`src/rtl/dc_ipu_array_divider_pipe.sv`:
```
// Fully pipelined unsigned restoring array divider: DW stages, one quotient bit per stage, with matched tag delay.
// Optional remainder output is enabled by defining DC_IPU_ARRAY_DIVIDER_PIPE_REMAINDER_EN.
module dc_ipu_array_divider_pipe #(
    parameter int DW = 16,
    parameter int VW = 16,
    parameter int TW = 8
) (
    input  logic          clk,
    input  logic          nreset,
    input  logic          en,
    input  logic          in_valid,
    input  logic [DW-1:0] dividend,
    input  logic [VW-1:0] divisor,
    input  logic [TW-1:0] tag_in,
    output logic          out_valid,
    output logic [DW-1:0] quotient,
    output logic [VW-1:0] remainder,
    output logic          div_by_zero,
    output logic [TW-1:0] tag_out
);

    localparam int SW = VW + 2;

    // Returns {quotient bit, next partial remainder} for one restoring step (remainder kept at SW bits).
    function automatic logic [SW:0] div_step(input logic [VW:0] rem, input logic dbit,
                                             input logic [VW-1:0] dvs);
        logic [SW-1:0] rp;
        logic [SW-1:0] t;
        rp = {rem, dbit};
        t  = rp - {2'b00, dvs};
        if (t[SW-1] == 1'b0) begin
            div_step = {1'b1, t};
        end else begin
            div_step = {1'b0, rp};
        end
    endfunction

    // Stages 0..DW-2 live in these arrays; stage DW-1 is the output register set.
    logic          valid_r [DW-1];
    logic [VW:0]   rem_r   [DW-1];
    logic [DW-1:0] quo_r   [DW-1];
    logic [DW-1:0] dvd_r   [DW-1];
    logic [VW-1:0] dvs_r   [DW-1];
    logic          zf_r    [DW-1];
    logic [TW-1:0] tag_r   [DW-1];

    logic [SW:0]   step_s  [DW];
    logic [DW-1:0] quo_s   [DW];

    logic          out_valid_r;
    logic [DW-1:0] quotient_r;
    logic          div_by_zero_r;
    logic [TW-1:0] tag_out_r;

    // Per-stage subtract/restore and quotient shift-in.
    always_comb begin
        step_s[0] = div_step({(VW+1){1'b0}}, dividend[DW-1], divisor);
        quo_s[0]  = {{(DW-1){1'b0}}, step_s[0][SW]};
        for (int s = 1; s < DW; s++) begin
            step_s[s] = div_step(rem_r[s-1], dvd_r[s-1][DW-1], dvs_r[s-1]);
            quo_s[s]  = {quo_r[s-1][DW-2:0], step_s[s][SW]};
        end
    end

    // Pipeline stage registers; en low freezes everything.
    always_ff @(posedge clk or negedge nreset) begin
        if (!nreset) begin
            for (int s = 0; s < DW - 1; s++) begin
                valid_r[s] <= 1'b0;
                rem_r[s]   <= {(VW+1){1'b0}};
                quo_r[s]   <= {DW{1'b0}};
                dvd_r[s]   <= {DW{1'b0}};
                dvs_r[s]   <= {VW{1'b0}};
                zf_r[s]    <= 1'b0;
                tag_r[s]   <= {TW{1'b0}};
            end
        end else if (en) begin
            valid_r[0] <= in_valid;
            rem_r[0]   <= step_s[0][VW:0];
            quo_r[0]   <= quo_s[0];
            dvd_r[0]   <= {dividend[DW-2:0], 1'b0};
            dvs_r[0]   <= divisor;
            zf_r[0]    <= (divisor == {VW{1'b0}});
            tag_r[0]   <= tag_in;
            for (int s = 1; s < DW - 1; s++) begin
                valid_r[s] <= valid_r[s-1];
                rem_r[s]   <= step_s[s][VW:0];
                quo_r[s]   <= quo_s[s];
                dvd_r[s]   <= {dvd_r[s-1][DW-2:0], 1'b0};
                dvs_r[s]   <= dvs_r[s-1];
                zf_r[s]    <= zf_r[s-1];
                tag_r[s]   <= tag_r[s-1];
            end
        end
    end

    // Final stage: registered outputs, with the divide-by-zero quotient override.
    always_ff @(posedge clk or negedge nreset) begin
        if (!nreset) begin
            out_valid_r   <= 1'b0;
            quotient_r    <= {DW{1'b0}};
            div_by_zero_r <= 1'b0;
            tag_out_r     <= {TW{1'b0}};
        end else if (en) begin
            out_valid_r   <= valid_r[DW-2];
            div_by_zero_r <= zf_r[DW-2];
            tag_out_r     <= tag_r[DW-2];
            if (zf_r[DW-2]) begin
                quotient_r <= {DW{1'b1}};
            end else begin
                quotient_r <= quo_s[DW-1];
            end
        end
    end

`ifdef DC_IPU_ARRAY_DIVIDER_PIPE_REMAINDER_EN
    logic [VW-1:0] remainder_r;

    // Final remainder register, forced to zero on divide by zero.
    always_ff @(posedge clk or negedge nreset) begin
        if (!nreset) begin
            remainder_r <= {VW{1'b0}};
        end else if (en) begin
            if (zf_r[DW-2]) begin
                remainder_r <= {VW{1'b0}};
            end else begin
                remainder_r <= step_s[DW-1][VW-1:0];
            end
        end
    end

    assign remainder = remainder_r;
`else
    assign remainder = {VW{1'b0}};
`endif

    assign out_valid   = out_valid_r;
    assign quotient    = quotient_r;
    assign div_by_zero = div_by_zero_r;
    assign tag_out     = tag_out_r;

endmodule

```
`config.mk`:
```
export PLATFORM = sky130hd
export DESIGN_NAME = dc_ipu_array_divider_pipe
export DESIGN_NICKNAME = d
export VERILOG_FILES = /design/src/rtl/dc_ipu_array_divider_pipe.sv
export SDC_FILE = /design/constraint.sdc
export NUM_CORES = 2
export LEC_CHECK = 0
export BUFFER_PORTS_ARGS = -buffer_cell sky130_fd_sc_hd__buf_2
export CAP_MARGIN = 20
export CORE_ASPECT_RATIO = 1.5
export CORE_MARGIN = 2
export CORE_UTILIZATION = 58
export CTS_BUF_LIST = sky130_fd_sc_hd__clkbuf_16
export DETAILED_ROUTE_END_ITERATION = 16
export GPL_TIMING_DRIVEN = 0
export PLACE_DENSITY = 0.77
export SLEW_MARGIN = 10
export SYNTH_ARGS = -nofsm -noshare
export SYNTH_HDL_FRONTEND = slang
export SYNTH_SLANG_ARGS = --single-unit
```
`constraint.sdc`:
```
create_clock -name clk -period 2.9 [get_ports clk]
set_clock_uncertainty 0.1 [all_clocks]
set_input_delay 0.29 -clock clk [delete_from_list [all_inputs] [get_ports clk]]
set_output_delay 0.29 -clock clk [all_outputs]
set_load 0.005 [all_outputs]
```
==> results.yml <==
worst_setup_path:
  crit_fanout: 6
  r2r_slack_ns: -0.26
  ff2ff_path_depth: 12
  worst_setup_path_start_kind: "flip-flop"
  arrival_ns: 3.61
  r2r_start: "rem_r[140]"
  reg2reg_to: "rem_r[134]"
  endpoint_kind: "flip-flop"
  cp.required_ns: 3.35
  path_class: "reg2reg"
grt:
  grt.total_usage_pct: 34.4
  grt_max_degree: 120
  grt_antenna_before_repair: 5
  grt_pass1_vias: 39500
  gr-total-overflow: 0
  grt_pass1_wl_um: 224000
yosys:
  ys_types: 76
  ys_warn_count: 0
  postSynthAreaPerCell_um2: 10.1
  synth_edf_count: 0
  synth_ff_type: "dfrtp_1"
  syn_area_mm2: 0.0480
  synth_seq_area_share_pct: 47.4
  synth_cells: 4754
  synth_seq_cells: 910
  synthArstFlopShare_pct: 100
final_layout:
  nFillCells: 5587
  multiInputGateArea_mm2: 0.0257
  layout.nets: 5457
  finalNonFillerCells: 6277
  area_delta_synth_final_pct: 21.5
  utilization_pct: 71.0
  drive_gt1_share_pct: 25.2
  ff_latch_area_mm2: 0.0228
routing:
  drtAntennaViolNets: 0
  vias: 39300
  drc: 0
  post_drt_wl_per_cell_um: 23.8
  drt-pass1-iter-count: 6
  wirelength_um: 150000
  via_per_inst: 6.26
  drt_iter0_markers: 3185
timing:
  period_needed_ns: 3.16
  slew_headroom_pct: 14.0
  setup_viol: 104
  rsz0062_at_grt: "yes"
  fmax_mhz: 316
  hold_viol_final: 0
  timing.final.crit_share_pct: 109
  slew_violations: 0
  worstMarginPinSlew_ns: 1.29
  finalWorstSetupSlack_ns: -0.261
floorplanning:
  pin_count: 86
  start_util_pct: 58.4
  fp.dieW_um: 239
  num_rows: 129
  dieArea_mm2: 0.0851
  core_area_mm2: 0.0822
  die_h_um: 356
placed_design:
  dp_hpwl_um: 103000
  io_buffers: 68
  dp_cells: 5901
  dp_slack_ns: -1.02
  gp_congestion: 0.974
pwr:
  combPwrFrac_pct: 53.3
  ir_worst_vdd_v: 0.000657
  power_frac_seq_pct: 29.6
  power.share.switching_pct: 40.6
  clockPowerShare_pct: 17.1
  power_mw: 70.3
  p_switching_mw: 28.6
  p_leak_nw: 25.3
  intPower_mw: 41.8
  power_density_mw_per_mm2: 1210
outcome:
  outcome: "finished with violations"
  violations: "negative setup slack"
cts:
  numCtsBuffers: 86
  clk_path_buf_depth: 3
  root_buffer: "clkbuf_16"
  clkTransAtPathRegs_ns: 0.07
  clk_latency_ns: 0.70
  cts_tree: "built"
  numClockSinks: 910
  h-tree-depth: 3
job:
  cap_violations: 0
hold_path:
  worstHoldPathType: "in2async"
-- what timing repair did --
action                     CTS  global route
pin swaps                  116           174
hold buffers                42             0
cloned                      12             4
setup endpoints to repair  263           236
setup buffers               79            94
gates resized for setup    406           307
hold endpoints to repair   252             0
-- cell families after synthesis --
group,count (synthesis),share of synthesized area [%]
xor gates and xnor gates,145,2.65
adders and majority gates,255,6.87
buffers and inverters,564,4.76
DFF,910,47.4
and+or+nand+nor,1179,11.1
muxes,519,11.9
AOI/OAI and AO/OA,1181,15.3
other,1,0.00781
-- through the flow --
| stage | hold slack [ns] | instance area [um2] | setup TNS (ns) |
|---|---|---|---|
| 6_report | 0.0487 | 58300 | -13.96 |
| 3_5_place_dp | 0.164 | 50100 | -265.07 |
| 3_3_place_gp | 0.361 | 49800 | - |
| 5_1_grt | 0.0931 | 58300 | -21.93 |
| 2_1_floorplan | -0.106 | 48100 | 0 |
| 4_1_cts | 0.0559 | 56200 | -11.50 |
-- sequential cells by signal, summed over array words and instances (netlist names) --
name / cells
valid_r: 15
rem_r: 254
quotient: 16
quo_r: 120
dvs_r: 240
dvd_r: 120
tag_out: 8
tag_r: 120
zf_r: 15
out_valid: 1
div_by_zero: 1
-- Yosys cell counts, types with 8 or more instances --
| library cell | instances | area (um2) |
|---|---|---|
| buf_4 | 17 | 128 |
| or2_2 | 13 | 81.3 |
| a211oi_1 | 23 | 173 |
| dfrtp_1 | 910 | 22800 |
| and2_1 | 13 | 81.3 |
| a2bb2oi_1 | 9 | 78.8 |
| o21bai_1 | 29 | 218 |
| nand2_1 | 412 | 1550 |
| mux2i_1 | 118 | 1180 |
| nor2_1 | 365 | 1370 |
| fa_1 | 14 | 280 |
| ha_1 | 241 | 3020 |
| buf_2 | 9 | 45.0 |
| nand3_1 | 84 | 420 |
| a21o_1 | 76 | 571 |
| nor2b_1 | 51 | 319 |
| nand2b_1 | 33 | 206 |
| nand3b_1 | 8 | 60.1 |
| nor4_1 | 12 | 75.1 |
| xor2_1 | 40 | 350 |
| clkbuf_1 | 194 | 728 |
| or3_1 | 26 | 163 |
| inv_1 | 322 | 1210 |
| o211ai_1 | 32 | 240 |
| buf_6 | 12 | 135 |
| a211o_1 | 19 | 166 |
| buf_1 | 9 | 33.8 |
| a21boi_0 | 8 | 60.1 |
| and4_1 | 12 | 105 |
| o21a_1 | 50 | 375 |
| nand4_1 | 18 | 113 |
| a31oi_1 | 96 | 601 |
| o31a_1 | 16 | 140 |
| and3_1 | 36 | 225 |
| o31ai_1 | 22 | 165 |
| or4_1 | 8 | 60.1 |
| o21ai_0 | 380 | 1900 |
| o2111ai_1 | 8 | 70.1 |
| o311ai_2 | 9 | 146 |
| mux2_2 | 401 | 4520 |
| a31o_2 | 8 | 70.1 |
| xnor2_1 | 105 | 920 |
| a21oi_1 | 309 | 1550 |
| nor3_1 | 71 | 355 |
-- routing by layer --
metal | global-route usage [%] | wire (um) | vias up
met4 | 28.0 | 14900 | 6
met3 | 6.15 | 9650 | 713
met5 | 0 | 44 | -
li1 | - | - | 17500
met2 | 59.6 | 74000 | 1702
met1 | 36.8 | 51100 | 19400
-- worst max-delay path: stages, from the launching register on --
cell     delay [ns]
dfrtp_1        0.54
ha_4           0.28
and4_4         0.19
a21oi_2        0.18
a21oi_2        0.07
or4_4          0.45
o311a_1        0.30
a211o_1        0.26
buf_6          0.16
buf_12         0.13
buf_8          0.13
a31oi_4        0.14
o31ai_2        0.08
-- layout by cell type, fill, tap and decap left out, drive strengths merged, types with 12 or more instances in the layout --
cell type,n
xor2,40
fa,14
a21oi,313
nand4,18
xnor2,105
o31a,16
o311ai,19
and3,36
nor4,12
conb,16
a211oi,23
nand2,412
clkbuf,270
a211o,19
inv,332
and2,13
o21bai,29
o31ai,22
nand3,84
nand2b,33
ha,241
a21o,76
o21a,50
or2,13
nor2,365
mux2i,118
nor3,71
buf,317
nor2b,51
o21ai,382
and4,16
dlygate4sd3,42
or4,12
bufinv,13
dfrtp,910
mux2,401
a31oi,96
clkinv,40
or3,26
o211ai,32
-- layout make-up --
type                       count  area share, %
inverter                     322           2.08
clock buffer                  86           3.69
sequential                   910           39.1
antenna                        1        0.00429
timing repair buffer         311           4.92
clock inverter                72           1.46
buffer                       232           2.31
tap                         1048           2.25
multi-input combinational   3295           44.2
-- how the worst max path moves through the flow --
stage | slack, ns | cells after the start | endpoint | start
global placement | -17.85 | 1 | dvd_r[229] | nreset
CTS | -0.31 | 11 | rem_r[176] | rem_r[187]
global route | -0.30 | 12 | rem_r[123] | dvs_r[134]
finish | -0.26 | 12 | rem_r[134] | rem_r[140]
floorplan | 0.03 | 12 | rem_r[134] | dvs_r[129]
detailed placement | -1.02 | 5 | rem_r[3] | en
-- power by group through the flow --
stage | sequential, mW | clock, mW | combinational (mW)
after floorplan | 18.9 | 0 | 20.8
after global placement | 20.3 | 0 | 26.3
after detailed placement | 20.5 | 0 | 27.0
after CTS | 20.5 | 12.1 | 32.7
after global routing | 21.1 | 12.7 | 40.0
final | 20.8 | 12.0 | 37.5
(Power assumes the default switching activity.)
